## src/rtl/fifo_pkg.sv

```systemverilog
// fifo_pkg: shared defaults and sizing helpers for the synchronous FIFO.
//   FIFO_WIDTH_DFLT : default data word width
//   FIFO_DEPTH_DFLT : default number of entries
//   cnt_width()     : bits needed to hold an occupancy of 0..depth
//   ptr_width()     : bits needed to address 0..depth-1
package fifo_pkg;

  localparam int FIFO_WIDTH_DFLT = 16;
  localparam int FIFO_DEPTH_DFLT = 8;

  // Occupancy spans 0..depth inclusive, hence depth+1 states.
  function automatic int cnt_width(input int depth);
    return $clog2(depth + 1);
  endfunction

  // Depth is at least 2, so the result is always at least 1.
  function automatic int ptr_width(input int depth);
    return $clog2(depth);
  endfunction

endpackage

```

## src/rtl/fifo_mem.sv

```systemverilog
// fifo_mem: single-clock storage array with one synchronous write port
// and one asynchronous read port. Contents are never reset.
//   clk   : write clock
//   we    : write enable
//   waddr : write index (0..DEPTH-1)
//   wdata : write data
//   raddr : read index (0..DEPTH-1)
//   rdata : combinational read data at raddr
module fifo_mem #(
  parameter int WIDTH = 16,
  parameter int DEPTH = 8,
  parameter int AW    = 3
) (
  input  logic             clk,
  input  logic             we,
  input  logic [AW-1:0]    waddr,
  input  logic [WIDTH-1:0] wdata,
  input  logic [AW-1:0]    raddr,
  output logic [WIDTH-1:0] rdata
);

  logic [WIDTH-1:0] mem_q [DEPTH];

  // Storage write port.
  always_ff @(posedge clk) begin
    if (we) begin
      mem_q[waddr] <= wdata;
    end
  end

  assign rdata = mem_q[raddr];

endmodule

```

## src/rtl/sync_fifo_param.sv

```systemverilog
// sync_fifo_param: parameterised single-clock FIFO with occupancy flags,
// registered handshake status and optional first-word-fall-through read.
//   clk         : rising-edge clock
//   rst         : synchronous active-high reset
//   data_in     : write data
//   wr_en       : write request
//   rd_en       : read request
//   data_out    : read data (registered when FWFT=0, head view when FWFT=1)
//   wr_ack      : previous-cycle write accepted
//   overflow    : previous-cycle write rejected
//   underflow   : previous-cycle read rejected
//   full/empty/almostfull/almostempty : combinational flags from count
//   count       : current occupancy
module sync_fifo_param
  import fifo_pkg::*;
#(
  parameter int FIFO_WIDTH = FIFO_WIDTH_DFLT,
  parameter int FIFO_DEPTH = FIFO_DEPTH_DFLT,
  parameter int AFULL_LVL  = FIFO_DEPTH - 1,
  parameter int AEMPTY_LVL = 1,
  parameter int FWFT       = 0
) (
  input  logic                                clk,
  input  logic                                rst,
  input  logic [FIFO_WIDTH-1:0]               data_in,
  input  logic                                wr_en,
  input  logic                                rd_en,
  output logic [FIFO_WIDTH-1:0]               data_out,
  output logic                                wr_ack,
  output logic                                overflow,
  output logic                                underflow,
  output logic                                full,
  output logic                                empty,
  output logic                                almostfull,
  output logic                                almostempty,
  output logic [cnt_width(FIFO_DEPTH)-1:0]    count
);

  localparam int AW = ptr_width(FIFO_DEPTH);
  localparam int CW = cnt_width(FIFO_DEPTH);

  localparam logic [CW-1:0] DEPTH_C  = CW'(FIFO_DEPTH);
  localparam logic [CW-1:0] AFULL_C  = CW'(AFULL_LVL);
  localparam logic [CW-1:0] AEMPTY_C = CW'(AEMPTY_LVL);
  localparam logic [CW-1:0] CNT_ONE  = CW'(1);
  localparam logic [CW-1:0] CNT_ZERO = CW'(0);
  localparam logic [AW-1:0] PTR_LAST = AW'(FIFO_DEPTH - 1);
  localparam logic [AW-1:0] PTR_ONE  = AW'(1);
  localparam logic [AW-1:0] PTR_ZERO = AW'(0);

  // Reject parameter combinations the control logic is not built for.
  if (FIFO_WIDTH < 1 || FIFO_WIDTH > 64) begin : g_bad_width
    $error("sync_fifo_param: FIFO_WIDTH out of range 1..64");
  end
  if (FIFO_DEPTH < 2 || FIFO_DEPTH > 1024) begin : g_bad_depth
    $error("sync_fifo_param: FIFO_DEPTH out of range 2..1024");
  end
  if (AFULL_LVL < 1 || AFULL_LVL > FIFO_DEPTH - 1) begin : g_bad_afull
    $error("sync_fifo_param: AFULL_LVL out of range 1..FIFO_DEPTH-1");
  end
  if (AEMPTY_LVL < 1 || AEMPTY_LVL > FIFO_DEPTH - 1) begin : g_bad_aempty
    $error("sync_fifo_param: AEMPTY_LVL out of range 1..FIFO_DEPTH-1");
  end
  if (FWFT != 0 && FWFT != 1) begin : g_bad_fwft
    $error("sync_fifo_param: FWFT must be 0 or 1");
  end

  logic [AW-1:0]         wr_ptr_q, wr_ptr_d;
  logic [AW-1:0]         rd_ptr_q, rd_ptr_d;
  logic [CW-1:0]         count_q, count_d;
  logic [FIFO_WIDTH-1:0] dout_q, dout_d;
  logic                  wr_ack_q, overflow_q, underflow_q;
  logic                  rd_acc, wr_acc;
  logic                  full_s, empty_s;
  logic                  mem_we;
  logic [FIFO_WIDTH-1:0] mem_rdata;

  assign full_s  = (count_q == DEPTH_C);
  assign empty_s = (count_q == CNT_ZERO);

  // Storage writes are suppressed while reset is asserted so the reset
  // cycle leaves the array untouched.
  assign mem_we = wr_acc && !rst;

  fifo_mem #(
    .WIDTH (FIFO_WIDTH),
    .DEPTH (FIFO_DEPTH),
    .AW    (AW)
  ) u_mem (
    .clk   (clk),
    .we    (mem_we),
    .waddr (wr_ptr_q),
    .wdata (data_in),
    .raddr (rd_ptr_q),
    .rdata (mem_rdata)
  );

  // Accept decisions, pointer/count next state and registered read data.
  always_comb begin
    rd_acc   = rd_en && !empty_s;
    // A full FIFO still takes a write when a read frees a slot this cycle.
    wr_acc   = wr_en && (!full_s || rd_acc);
    wr_ptr_d = wr_ptr_q;
    rd_ptr_d = rd_ptr_q;
    count_d  = count_q;
    dout_d   = dout_q;

    // Wrap by explicit compare so non-power-of-two depths work.
    if (wr_acc) begin
      wr_ptr_d = (wr_ptr_q == PTR_LAST) ? PTR_ZERO : (wr_ptr_q + PTR_ONE);
    end else begin
      wr_ptr_d = wr_ptr_q;
    end

    if (rd_acc) begin
      rd_ptr_d = (rd_ptr_q == PTR_LAST) ? PTR_ZERO : (rd_ptr_q + PTR_ONE);
    end else begin
      rd_ptr_d = rd_ptr_q;
    end

    case ({wr_acc, rd_acc})
      2'b10:   count_d = count_q + CNT_ONE;
      2'b01:   count_d = count_q - CNT_ONE;
      default: count_d = count_q;
    endcase

    if (FWFT == 0 && rd_acc) begin
      dout_d = mem_rdata;
    end else begin
      dout_d = dout_q;
    end
  end

  // State and status registers with synchronous reset.
  always_ff @(posedge clk) begin
    if (rst) begin
      wr_ptr_q    <= PTR_ZERO;
      rd_ptr_q    <= PTR_ZERO;
      count_q     <= CNT_ZERO;
      dout_q      <= {FIFO_WIDTH{1'b0}};
      wr_ack_q    <= 1'b0;
      overflow_q  <= 1'b0;
      underflow_q <= 1'b0;
    end else begin
      wr_ptr_q    <= wr_ptr_d;
      rd_ptr_q    <= rd_ptr_d;
      count_q     <= count_d;
      dout_q      <= dout_d;
      wr_ack_q    <= wr_acc;
      overflow_q  <= wr_en && !wr_acc;
      underflow_q <= rd_en && !rd_acc;
    end
  end

  // In fall-through mode the head entry is shown directly, zero when empty.
  assign data_out    = (FWFT != 0) ? (empty_s ? {FIFO_WIDTH{1'b0}} : mem_rdata)
                                   : dout_q;
  assign wr_ack      = wr_ack_q;
  assign overflow    = overflow_q;
  assign underflow   = underflow_q;
  assign full        = full_s;
  assign empty       = empty_s;
  assign almostfull  = (count_q >= AFULL_C) && !full_s;
  assign almostempty = (count_q <= AEMPTY_C) && !empty_s;
  assign count       = count_q;

endmodule

```

## config.mk

```make
export PLATFORM = sky130hd
export DESIGN_NAME = sync_fifo_param
export DESIGN_NICKNAME = d
export VERILOG_FILES = /design/src/rtl/fifo_pkg.sv /design/src/rtl/fifo_mem.sv /design/src/rtl/sync_fifo_param.sv
export SDC_FILE = /design/constraint.sdc
export NUM_CORES = 1
export LEC_CHECK = 0
export CORE_MARGIN = 2
export CORE_UTILIZATION = 40
export DETAILED_ROUTE_END_ITERATION = 16
export PLACE_DENSITY = 0.65
export SYNTH_ARGS = -nofsm -noshare
export SYNTH_HDL_FRONTEND = slang
export SYNTH_SLANG_ARGS = --single-unit
```

## constraint.sdc

```tcl
create_clock -name clk -period 2.8 [get_ports clk]
set_input_delay 0.28 -clock clk [delete_from_list [all_inputs] [get_ports clk]]
set_output_delay 0.28 -clock clk [all_outputs]
set_load 0.03 [all_outputs]
```

; ---- After elaboration in Yosys (flattened, before gate mapping)
; Memory sizes are Yosys's and may differ from the RTL's. A register that Yosys moved wholly into a read port is not among the register bits.
; Cells that the tools add are included.
[classes]
addsub = 4
eq_ne = 5
n_reduce_logical = 15
n_mux = 5
order_cmp = 2
[ops]
columns = operator, count
row1 = 4-bit case mux with 2 select lines, 1
row2 = 1-bit logical AND, 7
row3 = 3-bit by 1-bit adder with 3-bit output (second input constant), 2
row4 = 3-bit == test (second input constant), 2
row5 = 3-bit 2-to-1 mux, 2
row6 = 1-bit zero test, 5
row7 = 4-bit by 1-bit adder with 4-bit output (second input constant), 1
row8 = 4-bit == test (second input constant), 1
row9 = 4-bit by 3-bit >= comparator with 1-bit output (second input constant), 1
row10 = 4-bit by 1-bit less-or-equal comparator with 1-bit output (second input constant), 1
row11 = 4-bit zero test, 1
row12 = 4-bit by 1-bit subtractor with 4-bit output (second input constant), 1
row13 = 2-bit by 1-bit == test with 1-bit output (second input constant), 1
row14 = 2-bit == test (second input constant), 1
row15 = 1-bit 2-to-1 mux, 2
row16 = 2-bit nonzero test, 1
row17 = 1-bit logical OR, 1
[totals]
out_inout_bits = 27
memories = 1
mem_bits_rw = 128
reg_bits = 13
inputBits = 20
word_cells = 38
[mem_list]
columns = name, depth, word_bits, read_ports, rd_clocked_by_memory_dff, wr, line
row1 = u_mem.mem_q, 8, 16, 1, 1, 1, fifo_mem.sv:22  ; logic [WIDTH-1:0] mem_q [DEPTH];

; ---- Logic depth before layout (Yosys ltp)
; Gate-level depths: netlist (run 1).
[depth]
depth_word = 8
ltp_mapped = 10
depth_no_buf = 10

; ---- Hierarchy
; A second synthesis (run 1) with hierarchy kept.
[unflattened]
cells_unflattened = 361
hier_area_um2 = 6307.3
[modules_own_cells]
columns = module, n_inst, area_each_um2, cells_each, seq_area_each_um2
row1 = fifo_mem, 1, 4973.5, 198, 3843.7
row2 = sync_fifo_param, 1, 1333.8, 163, 580.6

; ---- Worst setup path after synthesis (run 1)
; Ideal clock, no wire load.
[synth_timing]
path_kind = reg2reg
start = register count_q[0], in the netlist count[0]
end = memory u_mem.mem_q[0][0], enable pin
arrival_time_ns = 2.405
required_ns = 2.391
setup_ns = 0.409
setup_slack_ns = -0.014
n_path_buf = 0
stages_incl_launch_ff = 7
cell_sequence = dfxtp_1 > inv_1 > ha_1 > nand3b_2 > o21ba_2 > nand2b_1 > nor3_1
[synth_via]
elab_chain_len = 8
[synth_rtl]
columns = item, line
row1 = from (decl), sync_fifo_param.sv:70  ; logic [CW-1:0] count_q, count_d;
row2 = from (signal assigned), sync_fifo_param.sv:147  ; count_q <= count_d;
row3 = 4-bit zero test, sync_fifo_param.sv:79  ; assign empty_s = (count_q == CNT_ZERO);
row4 = 1-bit zero test, sync_fifo_param.sv:100  ; rd_acc = rd_en && !empty_s;
row5 = 1-bit logical AND, sync_fifo_param.sv:100
row6 = 1-bit logical OR (*), sync_fifo_param.sv:102  ; wr_acc = wr_en && (!full_s || rd_acc);
row7 = 1-bit logical AND (*), sync_fifo_param.sv:102
row8 = 1-bit logical AND (*), sync_fifo_param.sv:83  ; assign mem_we = wr_acc && !rst;
row9 = 1-bit 2-to-1 mux (*), fifo_mem.sv:26  ; if (we) begin
row10 = 1-bit 2-to-1 mux (not written as such) (*), fifo_mem.sv:27  ; mem_q[waddr] <= wdata;
row11 = to (decl), fifo_mem.sv:22
; Every way passes the cells marked *; elsewhere a longest branch is shown, timed or not.

; ---- Worst setup path after layout (run 1)
[layout_timing]
start = register count_q[1], in the netlist count[1]
end = output port empty
[layout_via]
elab_chain_len = 1
[layout_rtl]
columns = item, line
row1 = 4-bit zero test, sync_fifo_param.sv:79
row2 = to (decl), sync_fifo_param.sv:33  ; output logic empty,
; Every way passes these cells.

==> run_results.csv, run 1 <==
group,metric,value,unit
synthesis,post_synth_num_cell_types,42,
cells_and_area,syn2layout_area_growth,20.4,%
worst_setup_path,criticalPathCategory,"reg -> out",
cells_and_area,layout_commonest_cell,"edfxtp_1",
sta,fin_crit_sh,0.931,
pwr,pwr-share-clk,0.342,
clock_tree,clkLatencyLatePin,0.42,ns
synthesis,avgSynthCellArea,16.1,µm²
pwr,vdd_drop_max,545,µV
cells_and_area,fill_cells,1276,
cells_and_area,num_antenna_cells,0,
sta,rsz0062_at_grt,"no",
die,die-height,128,µm
global_routing,grt_max_degree,55,
clock_tree,clkTransAtPathRegs,0.06,ns
clock_tree,cts-root-buf,"clkbuf_16",
worst_setup_path,crit_arrival,2.33,ns
cells_and_area,fin_util,0.490,
synthesis,netlist_area,6170,µm²
pwr,seqPwrFrac,0.454,
sta,min_period,2.61,ns
clock_tree,cts.path.max_buffers,2,
global_routing,globalRouteTotalUtil,0.159,
placement,place_hpwl,7.07,mm
drt,first_pass_iters,5,
worst_setup_path,worstPathMaxFanout,5,
synthesis,synth_nets,410,
die,rows,45,
worst_setup_path,rr_endpoint,"count[3]",
pwr,p_leak,2.41,nW
sta,relSlewSlack,0.352,
cells_and_area,layout_common_cells,"edfxtp_1 (128), mux2i_1 (50), clkdlybuf4s50_1 (46), dfxtp_1 (28)",
sta,clock_skew,0.00773,ns
synthesis,synthMuxAreaShare,0.0811,
synthesis,synth_compound_area_frac,0.0931,
sta,fin_tns_setup,0,ns
die,fp.dieArea,16400,µm²
synthesis,yosysSeqAreaShare,0.717,
synthesis,syn_inst,382,
clock_tree,cts.sinks,157,
placement,place_inst,610,
pwr,power,6.32,mW
drt,vias,3461,
sta,max_freq,0.384,GHz
drt,ant_nets,0,
placement,portBuffers,46,
global_routing,grt_pass1_vias,3591,
pwr,switching_power,1.83,mW
clock_tree,cts_hold_buffers,0,
synthesis,synthSimpleGateAreaFrac,0.0621,
sta,tightest_slew,0.971,ns
worst_hold_path,worstHoldStart,"data_out[9]",
worst_setup_path,crit_path_end_kind,"output port",
global_routing,grt_pass1_wl,19.2,mm
synthesis,synth_top_family_by_area,"compound AO/OA/AOI/OAI gates",
die,die_w,128,µm
die,initial_core_util,0.407,
worst_setup_path,reg2reg_from,"count[0]",
pwr,swShare,0.289,
drt,drt-total-wl,12.0,mm
worst_hold_path,min_to,"data_out[9]",
die,coreArea,15100,µm²
cells_and_area,fin_cells,642,
worst_setup_path,cp-start-kind,"register",
synthesis,yosys_warnings,0,
worst_hold_path,hold_path_depth,1,
global_routing,grt_overflow,0,
pwr,power.internal,4.49,mW
drt,post_drt_wl_per_cell,18.7,µm
clock_tree,postCtsSetupRepairBufs,0,
synthesis,synth_xor_area_frac,0.00426,
drt,drt-initial-drc-count,266,
clock_tree,tritoncts,"yes",
sta,finalSetupViolations,0,
clock_tree,numCtsBuffers,17,
drt,drc_errors,0,
clock_tree,htree_levels,4,
worst_setup_path,r2r_slack,0.37,ns
pwr,powerDensity,851,nW/µm²
global_routing,antenna_found_initial,0,
synthesis,synth_fa_ha_area_frac,0.0162,
sta,final-max-slew-violation-count,0,
pwr,comb_power_share,0.204,
clock_tree,cts_resized,0,
sta,holdWs,0.471,ns
cells_and_area,final_nets,469,
worst_setup_path,cp-startpoint,"count[1]",
cells_and_area,drive_gt1_frac,0.132,
status,status,"finished clean",
drt,viasPerCell,5.39,
worst_setup_path,reg2reg_depth,10,
job,maxCapViolCount,0,
placement,globalplace.congestion,0.735,
synthesis,yosys_register_bits,157,
worst_hold_path,hp-class,"reg -> reg",
die,num_io_pins,47,
worst_setup_path,cp_data_required_time,2.52,ns
sta,report.final.hold_viol_count,0,
==> cells by family after synthesis <==
family,Yosys count
flops,157
compound gates,77
mux,50
xor+xnor,3
buf+inv,27
fa+ha+maj,8
simple gates,60
==> worst max-delay path, cell delays in order, from the launching register on <==
cell and delay (ns):
dfxtp_1 0.34, inv_1 0.11, ha_1 0.26, or3b_4 0.44, inv_2 0.08, clkdlybuf4s50_1 0.67
==> per-layer routing <==
| metal | wire length, µm | part of all wire | GRT usage |
|---|---|---|---|
| met4 | 302 | 0.025 | 0.0782 |
| met5 | 0 | 0 | 0 |
| met2 | 5750 | 0.48 | 0.251 |
| met1 | 5250 | 0.44 | 0.196 |
| met3 | 702 | 0.058 | 0.0547 |
==> synth_stat cells, drive strengths merged <==
cell	instances	area [µm²]
clkbuf	5	18.8
nor3	3	20.0
nor2	14	73.8
nand2b	6	45.0
dfxtp	29	581
buf	16	116
o21ba	1	10.0
a21oi	11	55.1
a22oi	15	113
ha	8	100
a211oi	17	128
or3	3	18.8
mux2i	50	500
nand4b	1	8.76
xor2	2	17.5
edfxtp	128	3840
o21ai	2	13.8
nor4b	1	8.76
xnor2	1	8.76
a32o	16	161
nand3b	2	18.8
a31oi	15	93.8
nor2b	17	106
or4b	1	10.0
inv	6	25.0
or3b	3	28.8
and3	1	6.26
nand2	8	37.5
==> cell type report <==
type,instances,area [µm²],area share
clock inverters,13,129,0.0174
inverters,6,25.0,0.00337
repair buffers,61,586,0.0789
flip-flops and latches,157,4430,0.596
clock buffers,19,433,0.0583
multi-input cells,198,1590,0.214
well taps,188,235,0.0317
==> registers in the layout (all words and copies together), names as in the netlist <==
name / flops
wr_ack: 1
wr_ptr_q: 3
count: 4
u_mem.mem_q: 128
data_out: 16
rd_ptr_q: 3
underflow: 1
overflow: 1
==> power groups by stage <==
| stage | Combinational, mW | Sequential, mW | Clock [mW] |
|---|---|---|---|
| final | 1.29 | 2.87 | 2.16 |
| after global routing | 1.39 | 2.90 | 2.30 |
| after CTS | 1.30 | 2.87 | 2.20 |
| after detailed placement | 1.30 | 2.92 | 0 |
| after global placement | 1.27 | 2.91 | 0 |
| after floorplan | 0.820 | 2.95 | 0 |
==> per-stage QoR <==
stage,instance area [µm²],worst slack (ns)
2_1_floorplan,6170,0.125
3_3_place_gp,6860,0.442
3_5_place_dp,6860,0.361
4_1_cts,7420,0.162
5_1_grt,7420,0.0674
6_report,7420,0.193
==> how the worst max path moves through the flow <==
stage | endpoint | slack [ns]
2_1_floorplan | u_mem.mem_q[7][0] | 0.12
3_5_place_dp | count[3] | 0.36
5_1_grt | empty | 0.07
6_report | empty | 0.19
4_1_cts | empty | 0.16
3_3_place_gp | count[3] | 0.44
No activity file was read; power rests on OpenSTA's default activity.
==> run 2, diff against run 1 <==
Settings changed: CTS_BUF_LIST set to sky130_fd_sc_hd__clkbuf_8, RECOVER_POWER set to 50.
==> run 2 against run 1 <==
Register-to-register slack about the same. Critical path depth stayed put. Largest cell class unchanged. Largest power group unchanged. Critical endpoint unchanged. Sequential power hardly changed. Fmax down 1.2%.
==> run_results.csv, run 2 (synthesis results as in run 1) <==
group,metric,value,unit
clock_tree,numCtsBuffers,17,
cells_and_area,fill_cells,1308,
clock_tree,cts.sinks,157,
placement,globalplace.congestion,0.735,
worst_setup_path,criticalPathCategory,"reg -> out",
drt,drt-initial-drc-count,240,
drt,viasPerCell,5.34,
clock_tree,clkLatencyLatePin,0.43,ns
clock_tree,tritoncts,"yes",
placement,dp_slack,0.361,ns
drt,vias,3430,
drt,wl_met2,5.73,mm
clock_tree,cts_resized,0,
global_routing,grt_max_degree,55,
pwr,powerDensity,785,nW/µm²
worst_setup_path,crit_path_end_kind,"output port",
sta,rsz0062_at_grt,"no",
sta,report.final.hold_viol_count,0,
global_routing,grt_pass1_vias,3559,
cells_and_area,syn2layout_area_growth,17.2,%
sta,tightest_slew,1.42,ns
drt,drc_errors,0,
placement,place_hpwl,7.07,mm
clock_tree,clkTransAtPathRegs,0.08,ns
sta,min_period,2.64,ns
sta,fin_tns_setup,0,ns
clock_tree,htree_levels,4,
worst_setup_path,crit_arrival,2.36,ns
sta,max_freq,0.379,GHz
drt,route.met3.wl,595,µm
cells_and_area,regMostFlops,"u_mem.mem_q",
cells_and_area,final_nets,469,
sta,relSlewSlack,0.0535,
global_routing,grt_pass1_wl,19.0,mm
cells_and_area,largest_reg_flops,128,
worst_setup_path,cp_data_required_time,2.52,ns
worst_setup_path,crit_chain,"inv_1 -> ha_1 -> or3b_4 -> inv_2 -> clkdlybuf4s50_1",
worst_setup_path,slowest_stage,"clkdlybuf4s50_1",
placement,portBuffers,46,
cells_and_area,layout_commonest_cell,"edfxtp_1",
worst_setup_path,cp-start-kind,"register",
cells_and_area,fin_util,0.477,
die,die-height,128,µm
die,num_io_pins,47,
clock_tree,cts.path.max_buffers,2,
job,maxCapViolCount,0,
die,fp.dieArea,16400,µm²
cells_and_area,drive_gt1_frac,0.130,
cells_and_area,num_antenna_cells,0,
drt,first_pass_iters,6,
sta,finalSetupViolations,0,
status,status,"finished clean",
pwr,p_leak,2.40,nW
drt,top_layer_used,"met5",
sta,final-max-slew-violation-count,0,
die,coreArea,15100,µm²
cells_and_area,layout_common_cells,"edfxtp_1 (128), mux2i_1 (50), dlygate4sd3_1 (35), dfxtp_1 (28)",
clock_tree,cts_hold_buffers,0,
drt,post_drt_wl_per_cell,18.8,µm
worst_hold_path,hp-class,"reg -> reg",
global_routing,globalRouteTotalUtil,0.157,
sta,fin_ws,0.160,ns
pwr,vdd_drop_max,562,µV
global_routing,grt_overflow,0,
die,rows,45,
global_routing,antenna_found_initial,1,
sta,clock_skew,0.0108,ns
sta,fin_crit_sh,0.943,
worst_setup_path,worstPathMaxFanout,5,
worst_setup_path,cp_slowest_stage_delay,0.67,ns
drt,met1_length,5.46,mm
clock_tree,cts-root-buf,"clkbuf_8",
drt,ant_nets,0,
die,die_w,128,µm
die,initial_core_util,0.407,
drt,drt-total-wl,12.0,mm
clock_tree,postCtsSetupRepairBufs,0,
==> run 2: path summary, 6_finish.rpt <==
path | from | end | slack [ns] | cells after the start
worst min register to register | data_out[9] | data_out[9] | 0.47 | 1
worst min-delay path | data_out[9] | data_out[9] | 0.47 | 1
worst max-delay path | count[1] | empty | 0.16 | 5
worst max register to register | count[0] | count[3] | 0.36 | 10
==> run 2: through the flow <==
step           area [µm²]  std cells  hold WS [ns]  power [mW]
4_1_cts              7230        642         0.442        5.77
2_1_floorplan        6170        382         0.358        3.77
3_5_place_dp         6860        610         0.462        4.22
3_3_place_gp         6860        610         0.450        4.18
5_1_grt              7230        642         0.456        5.95
6_report             7230        642         0.471        5.68
==> run 2: routing by layer <==
layer  GRT usage  up-vias
li1            -     1628
met1       0.194     1692
met2       0.254       87
met3      0.0522       21
met4      0.0666        2
met5           0        -
==> run 2: layout make-up <==
type                            count  area, µm²  area share
Inverter                            6       25.0     0.00346
Tap cell                          188        235      0.0325
Clock inverter                     15        136      0.0189
Clock buffer                       17        234      0.0324
Sequential cell                   157       4430       0.612
Timing Repair Buffer               61        586      0.0810
Multi-Input combinational cell    198       1590       0.220
==> run 2: where the power goes <==
group / internal, mW / leakage [nW] / switching, mW
Sequential: 2.65 / 1.39 / 0.207
Clock: 0.714 / 0.191 / 0.834
Combinational: 0.574 / 0.813 / 0.698
==> run 2: worst max-delay path: cells and delay by family, from the launching register on <==
kind,cells,cell delay (ns)
adders and majority gates,1,0.27
buffers and inverters,3,0.86
DFF,1,0.36
and+or+nand+nor,1,0.44
